<file path="config.mk">
export PLATFORM = sky130hd
export DESIGN_NAME = modinv114689s
export DESIGN_NICKNAME = d
export VERILOG_FILES = /design/src/rtl/mod114689_pkg.sv /design/src/rtl/modmulred114689s.sv /design/src/rtl/modinv114689s.sv
export SDC_FILE = /design/constraint.sdc
export NUM_CORES = 2
export LEC_CHECK = 0
export CORE_AREA = 2 2 197 296
export CTS_CLUSTER_SIZE = 16
export DETAILED_ROUTE_END_ITERATION = 8
export DIE_AREA = 0 0 199 298
export PLACE_DENSITY = 0.65
export SLEW_MARGIN = 20
export SYNTH_ARGS = -nofsm -noshare
export SYNTH_HDL_FRONTEND = slang
export SYNTH_SLANG_ARGS = --single-unit
</file>
<file path="constraint.sdc">
create_clock -name clk -period 66.1 [get_ports clk]
set_input_delay 13.22 -clock clk [delete_from_list [all_inputs] [get_ports clk]]
set_output_delay 13.22 -clock clk [all_outputs]
set_load 0.005 [all_outputs]
</file>
<file path="src/rtl/mod114689_pkg.sv">
// Shared constants and types for the signed mod-114689 arithmetic blocks.
package mod114689_pkg;

   localparam int Q     = 114689;
   localparam int QH    = 57344;
   localparam int EXP_W = 17;
   localparam logic [EXP_W-1:0] EXP = 17'd114687;

   typedef logic signed [16:0] residue_t;

   typedef enum logic [1:0] {IDLE, SQR, MUL, DONE} state_t;

endpackage

</file>
<file path="src/rtl/modmulred114689s.sv">
// Fixed-latency signed 17x17 multiply with reduction into [-QH, QH].
module modmulred114689s
   import mod114689_pkg::*;
#(
   parameter int LAT = 4
)
(
   input  logic     clk,
   input  logic     rst,
   input  residue_t a,
   input  residue_t b,
   output residue_t p
);

   localparam logic signed [32:0] Q33  = 33'sd114689;
   localparam logic signed [32:0] QH33 = 33'sd57344;

   logic signed [32:0] prod;
   logic signed [32:0] rem;
   logic signed [32:0] remPos;
   logic signed [32:0] remCtr;
   residue_t stage [LAT-1];

   // Remainder takes the dividend's sign; fold to [0,Q) then centre on zero.
   always_comb begin
      rem    = prod % Q33;
      remPos = (rem < 0) ? rem + Q33 : rem;
      remCtr = (remPos > QH33) ? remPos - Q33 : remPos;
   end

   always_ff @(posedge clk or posedge rst) begin
      if (rst) begin
         prod <= '0;
         for (int k = 0; k < LAT-1; k++) stage[k] <= '0;
      end else begin
         prod     <= 33'(a) * 33'(b);
         stage[0] <= 17'(remCtr);
         for (int k = 1; k < LAT-1; k++) stage[k] <= stage[k-1];
      end
   end

   assign p = stage[LAT-2];

endmodule

</file>
<file path="src/rtl/modinv114689s.sv">
// Signed modular inverter mod 114689 via left-to-right Fermat exponentiation.
module modinv114689s
   import mod114689_pkg::*;
#(
   parameter int LAT = 4
)
(
   input  logic               clk,
   input  logic               rst,
   input  logic signed [16:0] inA,
   input  logic               in_valid,
   output logic               in_ready,
   output logic signed [16:0] outZ,
   output logic               out_zero,
   output logic               out_valid,
   input  logic               out_ready
);

   localparam logic [3:0] CNT_LOAD = 4'(LAT-1);

   state_t   state, stateNext;
   residue_t r, rNext;
   residue_t base, baseNext;
   residue_t opA, opB, prodR;
   logic [3:0] idx, idxNext;
   logic [3:0] cnt, cntNext;
   logic       first, firstNext;

   modmulred114689s #(.LAT(LAT)) uMulRed (
      .clk (clk),
      .rst (rst),
      .a   (opA),
      .b   (opB),
      .p   (prodR)
   );

   always_ff @(posedge clk or posedge rst) begin
      if (rst) begin
         state <= IDLE;
         r     <= '0;
         base  <= '0;
         idx   <= '0;
         cnt   <= '0;
         first <= 1'b0;
      end else begin
         state <= stateNext;
         r     <= rNext;
         base  <= baseNext;
         idx   <= idxNext;
         cnt   <= cntNext;
         first <= firstNext;
      end
   end

   // The result cycle also issues the next step, forwarding the product directly.
   always_comb begin
      stateNext = state;
      rNext     = r;
      baseNext  = base;
      idxNext   = idx;
      cntNext   = cnt;
      firstNext = first;
      opA       = r;
      opB       = r;
      case (state)
         IDLE: begin
            if (in_valid) begin
               stateNext = SQR;
               rNext     = inA;
               baseNext  = inA;
               idxNext   = 4'd15;
               cntNext   = '0;
               firstNext = 1'b1;
            end
         end
         SQR, MUL: begin
            if (first) begin
               firstNext = 1'b0;
               cntNext   = CNT_LOAD;
            end else if (cnt != 4'd0) begin
               cntNext = cnt - 4'd1;
            end else begin
               rNext   = prodR;
               opA     = prodR;
               opB     = prodR;
               cntNext = CNT_LOAD;
               if (state == SQR && EXP[idx]) begin
                  stateNext = MUL;
                  opB       = base;
               end else if (idx == 4'd0) begin
                  stateNext = DONE;
               end else begin
                  idxNext   = idx - 4'd1;
                  stateNext = SQR;
               end
            end
         end
         DONE: begin
            if (out_ready) stateNext = IDLE;
         end
         default: stateNext = IDLE;
      endcase
   end

   assign in_ready  = (state == IDLE);
   assign out_valid = (state == DONE);
   assign outZ      = out_valid ? r : '0;
   assign out_zero  = out_valid && (r == '0);

endmodule

</file>
==> flow_summary_export.csv <==
group,metric,value,unit
run_status,status,"finished clean",
die,start_util,49.6,%
die,die_width,199,um
die,ios,41,
timing,fmax,0.0335,GHz
finish,fin_nets,3863,
critical_path,cp-start-kind,"register",
die,rows,107,
global_route,antenna_found_initial,2,
timing,slew_viol_final,0,
critical_path,crit_arrival,30.10,ns
timing,rsz0062_at_grt,"no",
die,core-area,0.0566,mm2
clocking,tritoncts,"built",
synth,synth_cell_types,138,
clocking,clk_path_buf_depth,2,
synth,yosys_warnings,0,
die,die_h,298,um
critical_path,path_max_fanout,15,
clocking,insertion_delay,0.44,ns
synth,syn_area,0.0281,mm2
critical_path,cp_slowest_stage_delay,0.85,ns
routing,drc_errors,0,
synth,avgSynthCellArea,8.07,um2
synth,ys_ff_latch,129,
synth,synthMuxAreaShare,2.53,%
synth,synth_top_area_cell,"fa_1",
hold_path,hold_path.class,"register to register",
clocking,cts_hold_buf,0,
critical_path,worstSetupPathType,"register to register",
critical_path,cp_slowest_cell,"nor4_2",
run,maxCapViolCount,0,
clocking,cts_setup_buffers,0,
timing,maxSlewHeadroom,22.7,%
finish,area_growth,5.98,%
finish,drive_gt1_share,7.19,%
synth,synth_top_family_by_area,"adder cells",
synth,synthTopCellsByArea,"fa_1 (21%), dfrtp_1 (11%), nand2_1 (5.5%), xnor2_1 (5.2%), inv_1 (4.6%)",
routing,drt_first_pass_iters,5,
synth,yosys.area_share.simple,24.5,%
synth,synthAdderAreaFrac,25.4,%
timing,fin_crit,29.81,ns
timing,setup_violations,0,
synth,synthesis.nets,3891,
clocking,cts_made_buffers,17,
clocking,clkSinkCount,129,
synth,synth_cells,3479,
placed_design,dp_hpwl,77800,um
placed_design,place.gp.congestion,0.973,
global_route,grt_pass1_wl,150000,um
routing,vias_per_cell,6.31,
synth,synth_top_area_share,20.7,%
routing,drt_iter0_drc,1813,
timing,finalSetupTns,0,ns
routing,vias,26678,
critical_path,cp.required,66.39,ns
clocking,post_cts_resize_count,0,
synth,synth-xor-area-share,8.16,%
critical_path,crit_top_cell,"nand3_1",
die,die_area,0.0593,mm2
timing,worstMarginPinSlew,1.16,ns
routing,ant_nets,0,
global_route,grt_max_degree,84,
timing,min_period_over_period,45.1,%
synth,synth_edf_count,0,
clocking,clk_pin_slew,0.06,ns
clocking,cts_root_buf,"clkbuf_16",
routing,avgRoutedWirePerCell,22.6,um
timing,skew,0.0102,ns
global_route,gr-total-overflow,0,
synth,synth_compound_area_share,21.3,%
synth,synth_flop_cell,"dfrtp_1",
timing,timing.final.hold_violations,0,
critical_path,setup.worst_path.end_class,"register",
critical_path,ff2ff_setup_slack,36.29,ns
global_route,grtUsageTotal,32.5,%
clocking,h-tree-depth,4,
routing,wirelength,95600,um
global_route,grt_pass1_vias,27106,
synth,yosysSeqAreaShare,11.5,%
synth,ys_async_sr_fraction,100,%
placed_design,io_buffers,40,
==> synth_stat cells (all sizes together), types with 45 or more instances <==
master	number
clkbuf	74
nor4	54
nor2	311
xor2	83
ha	101
and2	83
and3	46
nand4	52
inv	346
dfrtp	129
nand2	415
o21ai	193
fa	290
o31ai	45
a21oi	139
a31oi	47
nand3	104
nor3	80
xnor2	171
==> per-stage QoR <==
step                      hold slack [ns]  instance area (um2)  std cells  util, %  setup slack, ns
after floorplan                     0.331                28100       3479        -            42.87
after global placement              0.332                29100       4195     51.4            37.74
after detailed placement            0.335                29100       4195     51.4            37.04
after CTS                           0.349                29700       4226     52.5            36.93
after global routing                0.353                29800       4226     52.5            34.33
final                               0.346                29800       4227     52.5            36.29
==> final cells by class <==
| type | count | area (um2) |
|---|---|---|
| diodes | 1 | 2.50 |
| clock buffers | 18 | 439 |
| clock inverters | 13 | 175 |
| fillers | 5548 | 26900 |
| inverters | 346 | 1300 |
| multi-input cells | 2886 | 23000 |
| flip-flops and latches | 129 | 3230 |
| well taps | 763 | 955 |
| repair buffers | 71 | 633 |
==> metal layers <==
layer | track usage, % | vias up | share of wire (%)
met4 | 17.8 | 2 | 6.1
li1 | - | 12203 | -
met1 | 37.5 | 13168 | 38
met2 | 58.1 | 1006 | 51
met3 | 3.63 | 299 | 5.0
met5 | 0 | - | 0.012
==> state kept, by name (all words and copies together), names as in the netlist, 2 cells and up <==
name / flops
uMulRed.stage: 34
uMulRed.prod: 33
base: 17
r: 17
uMulRed.p: 17
cnt: 4
idx: 4
state: 2
==> logic make-up (layout without fill, tap and decap cells) <==
| kind of cell | after synthesis | count (layout) |
|---|---|---|
| XOR/XNOR | 254 | 254 |
| AO/OA/AOI/OAI | 811 | 811 |
| buffers and inverters | 464 | 448 |
| flip-flops | 129 | 129 |
| multiplexers | 67 | 67 |
| adder cells (fa/ha/maj) | 398 | 398 |
| AND/OR/NAND/NOR | 1356 | 1356 |
| other | 0 | 1 |
==> critical path, delay by kind of cell (launching register included) <==
family / cells / cell delay [ns]
buffers and inverters: 1 / 0.23
DFF: 1 / 0.54
xor gates and xnor gates: 6 / 1.96
AOI/OAI and AO/OA: 31 / 11.15
and+or+nand+nor: 30 / 13.93
adders and majority gates: 3 / 0.96
muxes: 2 / 0.81
==> cells in the final DEF, fill, tap and decap left out, types with 40 or more instances in the layout <==
master	instances
nor3_1	77
a31oi_1	43
clkdlybuf4s50_1	40
ha_1	101
and3_1	45
o21ai_1	54
inv_1	342
fa_1	289
and2_1	80
nand3_1	100
a21oi_1	128
xor2_1	78
nor2_1	307
nand4_1	51
nor4_1	44
o21ai_0	131
nand2_1	414
dfrtp_1	128
xnor2_1	166
==> worst paths after layout <==
kind	startpoint	end	depth (start not counted)
max	uMulRed.prod[0]$_DFF_PP0_	uMulRed.stage[44]$_DFF_PP0_	73
min	uMulRed.stage[34]$_DFF_PP0_	uMulRed.stage[17]$_DFF_PP0_	0
max reg2reg	uMulRed.prod[0]$_DFF_PP0_	uMulRed.stage[44]$_DFF_PP0_	73
min reg2reg	uMulRed.stage[34]$_DFF_PP0_	uMulRed.stage[17]$_DFF_PP0_	0
max in group asynchronous	rst	first$_DFFE_PP0P_	3
min in group asynchronous	rst	uMulRed.prod[3]$_DFF_PP0_	2
Power is left out: the tool's default activity adds up to more than one toggle a clock period on the data nets, which glitch-free logic cannot reach.
